==> config.mk <==
export PLATFORM = sky130hd
export DESIGN_NAME = seq_event_logger
export DESIGN_NICKNAME = d
export VERILOG_FILES = /design/src/rtl/seq_event_logger.sv
export SDC_FILE = /design/constraint.sdc
export NUM_CORES = 1
export LEC_CHECK = 0
export ABC_AREA = 0
export CAP_MARGIN = 25
export CORE_ASPECT_RATIO = 1.2
export CORE_MARGIN = 10
export CORE_UTILIZATION = 35
export DETAILED_ROUTE_END_ITERATION = 10
export PLACE_DENSITY = 0.58
export SYNTH_ARGS = -nofsm -noshare
export SYNTH_HDL_FRONTEND = slang
export SYNTH_SLANG_ARGS = --single-unit
==> constraint.sdc <==
create_clock -name clk -period 5.2 [get_ports clk]
set_clock_uncertainty 0.1 [all_clocks]
set_input_delay 0.52 -clock clk [delete_from_list [all_inputs] [get_ports clk]]
set_output_delay 0.52 -clock clk [all_outputs]
set_load 0.05 [all_outputs]
==> src/rtl/seq_event_logger.sv <==
// seq_event_logger: stamps each detection pulse from the 1010 detector with a
// free-running cycle count and queues it in a first-word-fall-through FIFO that
// a consumer drains over valid/ready. Also keeps a saturating event count and
// a sticky overflow flag.
//
// Build option: define SEQ_EVLOG_RISE_EDGE_EN to count only rising edges of
// det (a level held high is one event). Left undefined, every cycle with det
// high is an event.
module seq_event_logger #(
    parameter int TS_W  = 16,
    parameter int DEPTH = 4,
    parameter int CNT_W = 8
) (
    input  logic                     clk,
    input  logic                     rst,
    input  logic                     det,
    input  logic                     clr,
    input  logic                     ev_ready,
    output logic                     ev_valid,
    output logic [TS_W-1:0]          ev_ts,
    output logic [CNT_W-1:0]         ev_cnt,
    output logic                     ovf,
    output logic [$clog2(DEPTH):0]   level
);

    localparam int AW = $clog2(DEPTH);
    localparam int PW = AW + 1;

    localparam logic [CNT_W-1:0] CNT_MAX = {CNT_W{1'b1}};

    logic [TS_W-1:0] ts;
    logic [PW-1:0]   wptr;
    logic [PW-1:0]   rptr;
    logic [TS_W-1:0] mem [DEPTH];

    logic ev;
    logic full;
    logic empty;
    logic pop;
    logic push;

`ifdef SEQ_EVLOG_RISE_EDGE_EN
    logic det_q;

    // Previous-cycle copy of det for rising-edge qualification; cleared by clr
    // so a det held high across a clear counts again afterwards.
    always_ff @(posedge clk or posedge rst) begin
        if (rst)      det_q <= 1'b0;
        else if (clr) det_q <= 1'b0;
        else          det_q <= det;
    end

    assign ev = det & ~det_q;
`else
    assign ev = det;
`endif

    // Pointers carry one extra wrap bit so full and empty are distinguishable.
    assign empty    = (wptr == rptr);
    assign full     = (wptr[AW] != rptr[AW]) && (wptr[AW-1:0] == rptr[AW-1:0]);
    assign ev_valid = ~empty;
    assign pop      = ev_valid & ev_ready;
    // A pop on the same edge frees the slot, so a full FIFO can still accept.
    assign push     = ev & (~full | pop);
    assign level    = wptr - rptr;
    assign ev_ts    = mem[rptr[AW-1:0]];

    // Free-running timestamp; wraps silently.
    always_ff @(posedge clk or posedge rst) begin
        if (rst)      ts <= '0;
        else if (clr) ts <= '0;
        else          ts <= ts + TS_W'(1);
    end

    // FIFO pointers; clr wins over any push or pop on the same edge.
    always_ff @(posedge clk or posedge rst) begin
        if (rst) begin
            wptr <= '0;
            rptr <= '0;
        end else if (clr) begin
            wptr <= '0;
            rptr <= '0;
        end else begin
            if (push) wptr <= wptr + PW'(1);
            if (pop)  rptr <= rptr + PW'(1);
        end
    end

    // Storage is deliberately unreset; only the pointers define its contents.
    always_ff @(posedge clk) begin
        if (push && !clr && !rst) mem[wptr[AW-1:0]] <= ts;
    end

    // Total events, stored or dropped, saturating at the top value.
    always_ff @(posedge clk or posedge rst) begin
        if (rst)                            ev_cnt <= '0;
        else if (clr)                       ev_cnt <= '0;
        else if (ev && (ev_cnt != CNT_MAX)) ev_cnt <= ev_cnt + CNT_W'(1);
    end

    // Sticky flag for an event lost to a full FIFO with no pop to make room.
    always_ff @(posedge clk or posedge rst) begin
        if (rst)                     ovf <= 1'b0;
        else if (clr)                ovf <= 1'b0;
        else if (ev && full && !pop) ovf <= 1'b1;
    end

endmodule
==> run metrics <==
average cell area after synthesis=roughly 16 um^2; # resized after CTS=0; syn_nets=approximately 270; initial core utilization=around 36%; Yosys reg bits=95; drt pass-1 iters=4; Die X=~120 um; first-pass GRT wire length=between 10000 and 15000 um; ys async rst share=about a third; share of cells above drive strength 1=a little over an eighth; Post-synth EDFFs=64; status=finished, final reports clean; CTS Hold Buffers Added=0; Fillers=between 1000 and 1500; worst setup margin=1.91 ns; most common cell after layout, fill and taps aside=edfxtp_1; Seq/Total Area, Yosys=67.4%; IO buf count=33; DP Wirelength=around 5100 um; Worst-Margin Slew=between 0.8 and 0.9 ns; Crit. End Element=output pin; CTS tree=built; CP Class=reg -> out; DP Area=between 4000 and 5000 um^2; Final Cycle Share=roughly 63%; Layout area overhead=19.9%; Max clock buf depth=2; cell taking the most area after synthesis=edfxtp_1; sw power=~530 uW; hold path start=ovf; CTS clk-pin slew, worst paths=approximately 0.060 ns; Data arrival, critical path=between 2 and 3 ns; drc violations=0; highest-count cells in the layout ignoring fill and taps=edfxtp_1 (64), clkdlybuf4s50_1 (33), dfrtp_1 (31); Worst Hold Path Cells=2; largest net degree at the start of global routing=34; Max Fclk=a little over 300 MHz; WP data required=between 4 and 5 ns; Num CTS Buffers=9; WL per Instance=16.8 um; maximum fanout along the worst path=20; drt initial violations=about 120; Top FF cell, synth=edfxtp_1; clk_lat worst skew=roughly 0.34 ns; Nets=309; cell area after layout=between 4000 and 5000 um^2; worst reg2reg setup slack=2.08 ns; clock root buffer=clkbuf_16; PD cells=roughly 390 nW/um^2; GP Congestion=between 0.7 and 0.8; leakage power=around 0.0017 uW; vias in the first global route=~2400; Power Total=roughly 1900 uW; setup_tns=0 ns; Yosys Warn Count=0; Synth Instances=257; synthesized area=about 4000 um^2; top post-synthesis cells by area=edfxtp_1 (48%), dfrtp_1 (19%), mux4_2 (9.0%); dpl ws=~2.0 ns; count of final hold-check violations=0; crit path launch type=register; Final Max Tran Viols=0; min cycle time layout=3.29 ns; Overflow after GRT=0; Worst VDD drop=around 0.24 mV; logic gate share of total power=between 20% and 30%; initial antenna violation count=0; GR Util All Layers=approximately a tenth; max cap viols=0; reg-to-reg startpoint=rptr[1]; RSZ-0062 raised after global routing=no; Sw Share=approximately 28%; Routed Wire Length=about 7600 um; Post-CTS Setup Repair Bufs=0; H-tree Lvls=3; ANT nets after route=0; Hold Crit Class=reg -> reg; die span in y=between 100 and 150 um; core area=between 10000 and 15000 um^2; worst flop-to-flop path endpoint=mem[1][15]; R2R depth=6; Flop pwr share=44.4%; hold endpoint=ovf; ant diodes=0; row count=42; # clock sinks=95; Die Footprint=between 15000 and 20000 um^2; Internal Power=roughly 1400 uW; area share of the largest cell type after synthesis=48.0%; Finish-stage setup viols=0; Via-to-Cell Ratio=between 4 and 5; IO Pins=34; Via Count=between 2000 and 2500; Rel. slew slack=roughly two fifths; clock share of power=between 30 and 40%; post-synth cell types=38
worst max-delay path: stages, from the launching register on:
cell and delay (ns):
dfrtp_1 0.92, fa_1 0.55, inv_1 0.06, clkdlybuf4s50_1 0.80
flip-flops by register name, summed over array words and instances (netlist names):
signal,flops
ev_cnt,8
mem,64
wptr,3
ts,16
rptr,3
ovf,1
kinds of logic (layout without fill, tap and decap cells):
family / Yosys count / count (layout) / share of synthesized area (%)
adders and majority gates: 10 / 10 / 3.32
muxes: 20 / 20 / 10.0
and+or+nand+nor: 78 / 78 / 9.98
DFF: 95 / 95 / 67.4
AOI/OAI and AO/OA: 18 / 18 / 3.03
xor gates and xnor gates: 20 / 20 / 4.57
buffers and inverters: 16 / 58 / 1.63
cell usage after synthesis, types with 2 or more instances:
library cell / number
or3_1: 2
a21oi_1: 7
and2_1: 4
clkbuf_1: 5
nor2b_1: 2
nand2_1: 8
mux2i_1: 3
and3_4: 2
xor2_1: 11
nor3_1: 6
xnor2_1: 8
nand4_1: 7
dfrtp_1: 31
ha_1: 9
o21ai_0: 4
nand3_1: 10
buf_2: 4
nor4_1: 2
mux4_2: 16
a31oi_1: 2
inv_1: 6
nor2_1: 27
and3_1: 3
edfxtp_1: 64
area by class of cell:
class                   instances  area [um^2]  share of cell area (%)
flip-flops and latches         95         2700                    56.2
multi-input cells             146         1240                    25.8
inverters                       6         22.5                   0.469
clock buffers                  13          250                    5.22
clock inverters                 3         43.8                   0.913
repair buffers                 36          353                    7.36
well taps                     154          193                    4.02
power by group through the flow:
stage | registers, uW | clock network, uW | logic, uW
after global placement | 853 | 0 | 403
after CTS | 838 | 669 | 405
after global routing | 839 | 701 | 422
after floorplan | 849 | 0 | 285
after detailed placement | 853 | 0 | 403
final | 837 | 652 | 395
routing by layer:
metal / vias to the layer above / track usage (%) / wire (um)
li1: 1039 / - / -
met1: 1091 / 11.7 / 3310
met2: 42 / 16.8 / 3880
met3: 11 / 2.35 / 259
met4: 0 / 5.71 / 170
met5: - / 0 / 0
per-stage QoR:
| stage | hold slack (ns) | util (%) | std cells |
|---|---|---|---|
| after global placement | 0.385 | 40.6 | 437 |
| after global routing | 0.451 | 43.3 | 453 |
| after CTS | 0.408 | 43.3 | 453 |
| after floorplan | 0.395 | - | 257 |
| final | 0.401 | 43.3 | 453 |
| after detailed placement | 0.390 | 40.6 | 437 |
how the worst max path moves through the flow:
stage,end,startpoint,slack [ns],cells after the start
final,level[1],rptr[1],1.91,3
after CTS,level[1],rptr[1],1.84,3
after floorplan,mem[0][0],rptr[1],2.40,8
after global routing,mem[1][5],rptr[1],1.74,6
after global placement,mem[1][5],rptr[1],2.05,6
after detailed placement,mem[1][3],rptr[1],2.01,6
(Power assumes the default switching activity.)
